[src/rtl/fixp_expander_if.sv]
// Stream bundle for the fixed-point expander: narrow input side and wide output side.
// The master modport is the environment (producer and consumer). The slave modport is the expander.
`timescale 1ns/1ps

interface fixp_expander_if #(
    parameter int NARROW_W = 16,
    parameter int WIDE_W   = 24
);
    logic                fmt_sm;
    logic                in_valid;
    logic                in_ready;
    logic [NARROW_W-1:0] in_data;
    logic                out_valid;
    logic                out_ready;
    logic [WIDE_W-1:0]   out_data;
    logic                out_err;

    modport master (
        output fmt_sm, in_valid, in_data, out_ready,
        input  in_ready, out_valid, out_data, out_err
    );

    modport slave (
        input  fmt_sm, in_valid, in_data, out_ready,
        output in_ready, out_valid, out_data, out_err
    );
endinterface

[src/rtl/fixp_expander.sv]
// Re-expands a narrow rounded fixed-point sample to the wide internal format.
// Input may be sign-magnitude or two's complement (selected per beat). Output is two's complement
// with FRAC_BITS zero fractional bits appended. Three-stage pipeline with one global advance enable.
`timescale 1ns/1ps

module fixp_expander #(
    parameter int NARROW_W  = 16,
    parameter int FRAC_BITS = 7,
    parameter int WIDE_W    = 24,
    parameter int CNT_W     = 16
) (
    input  logic             clk,
    input  logic             reset_b,
    fixp_expander_if.slave   bus,
    output logic [CNT_W-1:0] err_cnt,
    input  logic             err_cnt_clr
);

    // Reject configurations where the shifted, sign-extended value could not fit.
    if (FRAC_BITS < 1) begin : g_bad_frac
        $error("fixp_expander: FRAC_BITS must be >= 1");
    end
    if (WIDE_W < NARROW_W + FRAC_BITS) begin : g_bad_width
        $error("fixp_expander: WIDE_W must be >= NARROW_W + FRAC_BITS");
    end

    localparam logic [NARROW_W-1:0] ONE_N   = NARROW_W'(1);
    localparam logic [CNT_W-1:0]    CNT_MAX = '1;
    localparam logic [CNT_W-1:0]    CNT_ONE = CNT_W'(1);

    // All stages move together. A stall anywhere freezes the whole pipe.
    logic en;
    assign en          = bus.out_ready | ~bus.out_valid;
    // NOTE: in_ready is a combinational function of the output side. Registering it would lose a beat
    // on the first stall cycle, because the upstream would already have presented that beat.
    assign bus.in_ready = en;

    // Classify the incoming code. Only a sign bit with an all-zero body is special.
    logic in_body_zero;
    logic in_neg_zero;
    logic in_illegal;
    assign in_body_zero = ~|bus.in_data[NARROW_W-2:0];
    assign in_neg_zero  =  bus.fmt_sm & bus.in_data[NARROW_W-1] & in_body_zero;
    assign in_illegal   = ~bus.fmt_sm & bus.in_data[NARROW_W-1] & in_body_zero;

    // Stage 1 state
    logic                s1_valid;
    logic [NARROW_W-1:0] s1_data;
    logic                s1_sm;
    logic                s1_zero;
    logic                s1_err;

    // Stage 2 state
    logic                s2_valid;
    logic [WIDE_W-1:0]   s2_val;
    logic                s2_err;

    // Stage 1: capture the raw sample, its format and the zero/illegal classification.
    // NOTE: every register here is written with <= so all stages read the values from before the edge.
    always_ff @(posedge clk or negedge reset_b) begin
        if (!reset_b) begin
            s1_valid <= 1'b0;
            s1_data  <= '0;
            s1_sm    <= 1'b0;
            s1_zero  <= 1'b0;
            s1_err   <= 1'b0;
        end else if (en) begin
            s1_valid <= bus.in_valid;
            s1_data  <= bus.in_data;
            s1_sm    <= bus.fmt_sm;
            s1_zero  <= in_neg_zero;
            s1_err   <= in_illegal;
        end
    end

    // Convert a negative sign-magnitude value to two's complement. Then sign-extend to the wide width.
    logic [NARROW_W-1:0] s1_mag_ext;
    logic [NARROW_W-1:0] s1_twos;
    logic [WIDE_W-1:0]   s1_wide;
    always_comb begin
        s1_mag_ext = {1'b0, s1_data[NARROW_W-2:0]};
        s1_twos    = s1_data;
        if (s1_sm && s1_data[NARROW_W-1]) begin
            s1_twos = ~s1_mag_ext + ONE_N;
        end
        s1_wide = {{(WIDE_W-NARROW_W){s1_twos[NARROW_W-1]}}, s1_twos};
    end

    // Stage 2: hold the canonical wide value. Zero codes collapse to a single +0.
    always_ff @(posedge clk or negedge reset_b) begin
        if (!reset_b) begin
            s2_valid <= 1'b0;
            s2_val   <= '0;
            s2_err   <= 1'b0;
        end else if (en) begin
            s2_valid <= s1_valid;
            s2_val   <= (s1_zero || s1_err) ? '0 : s1_wide;
            s2_err   <= s1_err;
        end
    end

    // Stage 3: restore the fractional bits and force illegal beats to zero with the error flag set.
    always_ff @(posedge clk or negedge reset_b) begin
        if (!reset_b) begin
            bus.out_valid <= 1'b0;
            bus.out_data  <= '0;
            bus.out_err   <= 1'b0;
        end else if (en) begin
            bus.out_valid <= s2_valid;
            bus.out_data  <= s2_err ? '0 : {s2_val[WIDE_W-FRAC_BITS-1:0], {FRAC_BITS{1'b0}}};
            bus.out_err   <= s2_err;
        end
    end

    // Count illegal beats as they are delivered. The count saturates, and a clear overrides a same-cycle count.
    always_ff @(posedge clk or negedge reset_b) begin
        if (!reset_b) begin
            err_cnt <= '0;
        end else if (err_cnt_clr) begin
            err_cnt <= '0;
        end else if (bus.out_valid && bus.out_ready && bus.out_err && (err_cnt != CNT_MAX)) begin
            err_cnt <= err_cnt + CNT_ONE;
        end
    end

endmodule

[src/flat_wrapper.sv]
// flat-port wrapper written by rule: the top's interface ports become plain ports
module fixp_expander_flat 
#(
    parameter int NARROW_W  = 16,
    parameter int FRAC_BITS = 7,
    parameter int WIDE_W    = 24,
    parameter int CNT_W     = 16
)
  (clk, reset_b, err_cnt, err_cnt_clr, bus_fmt_sm, bus_in_valid, bus_in_data, bus_out_ready, bus_in_ready, bus_out_valid, bus_out_data, bus_out_err);
  fixp_expander_if #(.NARROW_W(NARROW_W), .WIDE_W(WIDE_W)) bus_i ();
  input  logic clk;
  input  logic reset_b;
  output logic [CNT_W-1:0] err_cnt;
  input  logic err_cnt_clr;
  input wire logic [$bits(bus_i.fmt_sm)-1:0] bus_fmt_sm;
  input wire logic [$bits(bus_i.in_valid)-1:0] bus_in_valid;
  input wire logic [$bits(bus_i.in_data)-1:0] bus_in_data;
  input wire logic [$bits(bus_i.out_ready)-1:0] bus_out_ready;
  output wire logic [$bits(bus_i.in_ready)-1:0] bus_in_ready;
  output wire logic [$bits(bus_i.out_valid)-1:0] bus_out_valid;
  output wire logic [$bits(bus_i.out_data)-1:0] bus_out_data;
  output wire logic [$bits(bus_i.out_err)-1:0] bus_out_err;
  assign bus_i.fmt_sm = bus_fmt_sm;
  assign bus_i.in_valid = bus_in_valid;
  assign bus_i.in_data = bus_in_data;
  assign bus_i.out_ready = bus_out_ready;
  assign bus_in_ready = bus_i.in_ready;
  assign bus_out_valid = bus_i.out_valid;
  assign bus_out_data = bus_i.out_data;
  assign bus_out_err = bus_i.out_err;
  fixp_expander #(.NARROW_W(NARROW_W), .FRAC_BITS(FRAC_BITS), .WIDE_W(WIDE_W), .CNT_W(CNT_W)) u_core (.clk(clk), .reset_b(reset_b), .bus(bus_i), .err_cnt(err_cnt), .err_cnt_clr(err_cnt_clr));
endmodule
[config.mk]
export PLATFORM = sky130hd
export DESIGN_NAME = fixp_expander_flat
export DESIGN_NICKNAME = d
export VERILOG_FILES = /design/src/rtl/fixp_expander_if.sv /design/src/rtl/fixp_expander.sv /design/src/flat_wrapper.sv
export SDC_FILE = /design/constraint.sdc
export NUM_CORES = 1
export LEC_CHECK = 0
export ABC_CLOCK_PERIOD_IN_PS = 2300
export CORE_MARGIN = 1
export CORE_UTILIZATION = 35
export DETAILED_ROUTE_END_ITERATION = 10
export DONT_BUFFER_PORTS = 1
export PLACE_DENSITY_LB_ADDON = 0.3
export SYNTH_ARGS = -nofsm -noshare
export SYNTH_HDL_FRONTEND = slang
export SYNTH_SLANG_ARGS = --single-unit
[constraint.sdc]
create_clock -name clk -period 2.3 [get_ports clk]
set_input_delay 0.46 -clock clk [delete_from_list [all_inputs] [get_ports clk]]
set_output_delay 0.46 -clock clk [all_outputs]
set_load 0.02 [all_outputs]
==> impl_metrics.json, run 1 <==
{
  "outcome": "completed",
  "yosysTopAreaCell": "dfrtp_1",
  "critPathBufInv": 1,
  "rsz0062_at_grt": "false",
  "max_freq_mhz": 479,
  "wire_per_inst_um": 13.6,
  "critPathKind": "flop to output pin",
  "syn_inst": 370,
  "synth_mux_area_share_pct": 0.293,
  "drtAntennaViolNets": 0,
  "synth_xor_xnor_area_share_pct": 6.67,
  "yosys_warnings": 0,
  "crit_arrival_ns": 1.63,
  "r2r_start": "u_core.err_cnt[0]$_DFFE_PN0P_",
  "place_ws_ns": 0.365,
  "crit_family": "flip-flops",
  "multi_input_area_um2": 1490,
  "drive_gt1_share_pct": 8.51,
  "hold_viol": 0,
  "grt_usage_pct": 14.6,
  "endpoint_kind": "output pin",
  "synthDominantCellAreaShare_pct": 52.8,
  "layout_commonest_cell": "nand2_1",
  "vias": 2469,
  "core_um2": 9330,
  "leakagePower_nw": 1.70,
  "r2r_cells": 6,
  "rrSetupSlack_ns": 0.35,
  "synth-simple-area-share_pct": 29.3,
  "io_pins": 65,
  "postPlaceCellArea_um2": 3540,
  "dr.pass1.iters": 4,
  "cts_max_level": 3,
  "netlist_area_um2": 3410,
  "cts-root-buf": "clkbuf_8",
  "synth_compound_area_share_pct": 5.76,
  "path_max_fanout": 17,
  "final_util_pct": 40.5,
  "layout_common_cells": "nand2_1, dfrtp_1, nor2_1, xnor2_1, o21ai_0",
  "powerDensity_nw_per_um2": 1040,
  "synth_adder_area_share_pct": 0.733,
  "diodes": 0,
  "grt_max_degree": 73,
  "num_rows": 35,
  "cp.required_ns": 1.84,
  "regArea_um2": 1800,
  "drtIter0Drc": 114,
  "r2r-end": "u_core.err_cnt[9]$_DFFE_PN0P_",
  "yosys.cell_types.count": 40,
  "synth_edf_count": 0,
  "cts_tree": "done",
  "antenna_found_initial": 0,
  "grt_pass1_vias": 2503,
  "slowest_delay_ns": 0.51,
  "vdd_drop_max_uv": 428,
  "area_delta_synth_final_pct": 10.8,
  "relSlewSlack_pct": 61.0,
  "routed_wirelength_mm": 6.86,
  "synthArstFlopShare_pct": 100,
  "clock_path_buffers": 2,
  "hold_class": "input pin to asynchronous set/reset pin",
  "dp_hpwl_mm": 4.75,
  "drc_errors": 0,
  "portBuffers": 0,
  "grt_first_pass_wirelength_mm": 11.6,
  "place_congestion": 0.880,
  "period_share_pct": 90.7,
  "post_cts_resize_count": 0,
  "slew_viol_final": 0,
  "synth_top_family_by_area": "simple AND/OR/NAND/NOR gates",
  "start_kind": "flop",
  "fin_tns_setup_ns": 0,
  "syn_avg_cell_area_um2": 9.22,
  "fillers": 930,
  "worst_slew_pin_slew_ns": 0.582,
  "crit_chain": "nor2b_4 > inv_1",
  "ys_seq_area_share_pct": 52.8,
  "yosys-top-cells-area": "dfrtp_1, nand2_1, xnor2_1, nand3b_1, o21ai_0",
  "fp.dieW_um": 101,
  "slowest_stage": "dfrtp_1",
  "chipHeight_um": 101,
  "layout_setup_ws_ns": 0.213,
  "dieArea_um2": 10100,
  "cts.sinks": 72,
  "hold_buffers": 1,
  "start_util_pct": 36.6,
  "layout.nets": 395,
  "overflow": 0,
  "fin_skew_ns": 0.00851,
  "synth_seq_cells": 72,
  "min_period_ns": 2.09,
  "clk_pin_slew_ns": 0.07,
  "insertion_delay_ns": 0.34,
  "vias_per_cell": 4.89,
  "setup_viol": 0,
  "post_cts_buffers": 0,
  "cts_buffers": 9,
  "synthFlopType": "dfrtp_1",
  "fin_area_um2": 3780,
  "cap_violations": 0
}
==> synth_stat cells, types with 2 or more instances <==
cell	number
a21oi_1	7
a31oi_1	2
and3_1	2
and4_1	2
buf_1	6
buf_4	9
clkbuf_1	10
dfrtp_1	72
ha_1	2
inv_1	5
nand2_1	112
nand3_1	7
nand3b_1	16
nand4_1	3
nor2_1	26
nor3_1	13
nor4_1	5
o21ai_0	22
or3_1	4
xnor2_1	24
xor2_1	2
==> layer usage <==
metal | part of all wire, % | vias up | GRT usage [%]
met5 | 0 | - | 0
met4 | 1.1 | 0 | 3.90
met3 | 6.4 | 9 | 5.13
met2 | 48 | 58 | 25.2
met1 | 45 | 1185 | 17.4
li1 | - | 1217 | -
==> where the power goes <==
part	internal, mW	switching, mW	leakage, nW	total [mW]
clock	0.619	0.450	0.113	1.07
combinational	0.315	0.437	0.682	0.752
sequential	1.62	0.477	0.910	2.10
total	2.56	1.36	1.70	3.92
==> flip-flops by register name, indices dropped and copies added (netlist names) <==
name / flops
u_core.bus.out_valid: 1
u_core.s1_err: 1
u_core.bus.out_data: 16
u_core.s1_data: 16
u_core.s2_valid: 1
u_core.bus.out_err: 1
u_core.s1_sm: 1
u_core.err_cnt: 16
u_core.s2_val: 16
u_core.s1_zero: 1
u_core.s2_err: 1
u_core.s1_valid: 1
==> layout make-up <==
cell class / count / area share [%]
Sequential cell: 72 / 47.7
Inverter: 5 / 0.496
Timing Repair Buffer: 9 / 2.32
Clock inverter: 2 / 0.927
Tap cell: 129 / 4.27
Multi-Input combinational cell: 274 / 39.5
Clock buffer: 14 / 4.83
==> worst max-delay path by stage <==
stage / end / slack [ns] / from / depth (start not counted)
floorplan: u_core.err_cnt[0]$_DFFE_PN0P_ / 0.65 / u_core.err_cnt[0]$_DFFE_PN0P_ / 7
global placement: u_core.err_cnt[9]$_DFFE_PN0P_ / 0.39 / u_core.err_cnt[0]$_DFFE_PN0P_ / 6
detailed placement: u_core.err_cnt[9]$_DFFE_PN0P_ / 0.37 / u_core.err_cnt[0]$_DFFE_PN0P_ / 6
CTS: bus_in_ready / 0.20 / u_core.bus.out_valid$_DFFE_PN0P_ / 2
global route: bus_in_ready / 0.07 / u_core.bus.out_valid$_DFFE_PN0P_ / 2
finish: bus_in_ready / 0.21 / u_core.bus.out_valid$_DFFE_PN0P_ / 2
==> through the flow <==
step	hold WS, ns	instances	total power [mW]
global placement	0.166	488	2.85
finish	0.00896	505	3.92
detailed placement	0.166	488	2.87
floorplan	0.164	376	2.67
global route	0.00810	505	4.18
CTS	0.00660	505	3.98
==> logic make-up (layout without fill, tap and decap cells) <==
logic type,count (synthesis),count (layout)
DFF,72,72
xor gates and xnor gates,26,26
muxes,1,1
buffers and inverters,30,30
AOI/OAI and AO/OA,35,35
adders and majority gates,2,2
and+or+nand+nor,203,203
other,1,7
Power figures use the tool's default switching activity.
==> run 2, diff against run 1 <==
CORE_MARGIN = not set   (was 1)
CTS_CLUSTER_SIZE = 14   (was not set)
==> results of run 2 <==
The final DEF is identical to that of run 1; final timing and power are the same.
==> run 3, diff against run 2 <==
GPL_TIMING_DRIVEN = 0   (was not set)
==> run 3 against run 2 <==
Net effect: fmax rose by 1.7%; utilization rose by 1.0 points; largest power group unchanged; worst hold slack improved by 0.20 ns; combinational power rose by 8.2%; global-route usage rose by 1.3 points; first-iteration DRC count rose by 13%; clock-buffer cell count fell by 5; via count rose by 1.9%; sequential power barely moved.
==> impl_metrics.json, run 3 (synthesis results as in run 1) <==
{
  "post_cts_buffers": 0,
  "grt_max_degree": 73,
  "layout.nets": 413,
  "chipHeight_um": 101,
  "io_pins": 65,
  "met1Wirelength_mm": 3.19,
  "hold_viol": 0,
  "grt_usage_pct": 15.9,
  "top_layer": "met4",
  "crit_arrival_ns": 1.59,
  "diodes": 0,
  "r2r_start": "u_core.bus.out_valid$_DFFE_PN0P_",
  "powerDensity_nw_per_um2": 1060,
  "dr.pass1.iters": 6,
  "fin_skew_ns": 0.00804,
  "drtIter0Drc": 129,
  "endpoint_kind": "output pin",
  "hold_class": "input pin to flop",
  "cts_tree": "done",
  "cts.sinks": 72,
  "rsz0062_at_grt": "false",
  "path_max_fanout": 10,
  "min_period_ns": 2.05,
  "cts_max_level": 3,
  "wire_per_inst_um": 13.7,
  "fin_tns_setup_ns": 0,
  "min-delay-start": "bus_fmt_sm",
  "cts_buffers": 9,
  "slew_viol_final": 0,
  "cp.required_ns": 1.84,
  "vias_per_cell": 4.81,
  "critPathLaunch": "u_core.bus.out_valid$_DFFE_PN0P_",
  "overflow": 0,
  "drc_errors": 0,
  "cts-root-buf": "clkbuf_8",
  "core_um2": 9330,
  "clock_path_buffers": 2,
  "setup_viol": 0,
  "dieArea_um2": 10100,
  "antenna_found_initial": 0,
  "final_util_pct": 41.6,
  "wl_met2_mm": 3.41,
  "vdd_drop_max_uv": 498,
  "met3_length_um": 531,
  "dp_hpwl_mm": 5.26,
  "leakagePower_nw": 1.74,
  "grt_pass1_vias": 2563,
  "layout_common_cells": "nand2_1, dfrtp_1, nor2_1, xnor2_1, o21ai_0",
  "drive_gt1_share_pct": 8.63,
  "clk_pin_slew_ns": 0.08,
  "drtAntennaViolNets": 0,
  "portBuffers": 0,
  "routed_wirelength_mm": 7.18,
  "place_congestion": 0.850,
  "slowest_delay_ns": 0.52,
  "cap_violations": 0,
  "num_rows": 35,
  "fp.dieW_um": 101,
  "start_kind": "flop",
  "critPathKind": "flop to output pin",
  "insertion_delay_ns": 0.35,
  "critPathBufInv": 2,
  "vias": 2515,
  "area_delta_synth_final_pct": 13.7,
  "start_util_pct": 36.6,
  "max_freq_mhz": 487,
  "slowest_stage": "dfrtp_1",
  "layout_commonest_cell": "nand2_1",
  "crit_chain": "nor2b_1 > inv_1 > clkbuf_2",
  "grt_first_pass_wirelength_mm": 12.4,
  "crit_family": "flip-flops",
  "period_share_pct": 89.2,
  "outcome": "completed"
}
==> run 3: changes by cell type in the layout (fill, tap and decap cells not counted), sizes merged <==
cell / previous run / this run
buf: 9 / 16
clkbuf: 14 / 19
bufinv: 1 / 3
clkinv: 1 / 3
clkinvlp: 0 / 1
dlygate4sd3: 0 / 1
==> run 3: final timing paths <==
check | slack (ns) | cells after the start | to
min reg2reg | 0.46 | 2 | u_core.s2_valid$_DFFE_PN0P_
min | 0.21 | 1 | u_core.s1_err$_DFFE_PN0P_
max | 0.25 | 3 | bus_in_ready
max in group asynchronous | 1.32 | 2 | u_core.s1_valid$_DFFE_PN0P_
max reg2reg | 0.41 | 4 | u_core.s1_sm$_DFFE_PN0P_
min in group asynchronous | 0.68 | 2 | u_core.err_cnt[5]$_DFFE_PN0P_
==> run 3: report_power, final <==
| part | leakage [nW] | total [mW] | switching, mW | internal, mW |
|---|---|---|---|---|
| Combinational | 0.710 | 0.814 | 0.486 | 0.328 |
| Sequential | 0.910 | 2.09 | 0.470 | 1.62 |
| Clock | 0.119 | 1.21 | 0.490 | 0.722 |
==> run 3: layer usage <==
layer,track usage (%),vias to the layer above
met4,3.68,0
met2,26.5,71
li1,-,1257
met5,0,-
met3,6.45,5
met1,19.4,1182
==> run 3: final cells by class <==
type / instances / area (µm²)
fill: 962 / 5450
sequential: 72 / 1800
multi-input combinational: 274 / 1490
tap: 129 / 161
buffer: 25 / 129
clock buffer: 9 / 124
clock inverter: 7 / 120
timing repair buffer: 2 / 37.5
inverter: 5 / 18.8
==> run 3: per-stage QoR <==
stage	cell area [µm²]	power, mW	setup slack [ns]	instances	hold slack (ns)
2_1_floorplan	3430	2.67	0.649	376	0.164
3_3_place_gp	3600	2.89	0.437	505	0.166
3_5_place_dp	3600	2.92	0.411	505	0.166
4_1_cts	3880	4.17	0.0491	523	0.193
5_1_grt	3880	4.41	0.0723	523	0.190
6_report	3880	4.12	0.248	523	0.209
==> run 3: timing repair <==
action / in CTS / in global routing
resized for setup: 0 / 2
setup endpoints to repair: 0 / 1
hold buffers: 2 / 0
endpoints found under the hold margin: 72 / 0
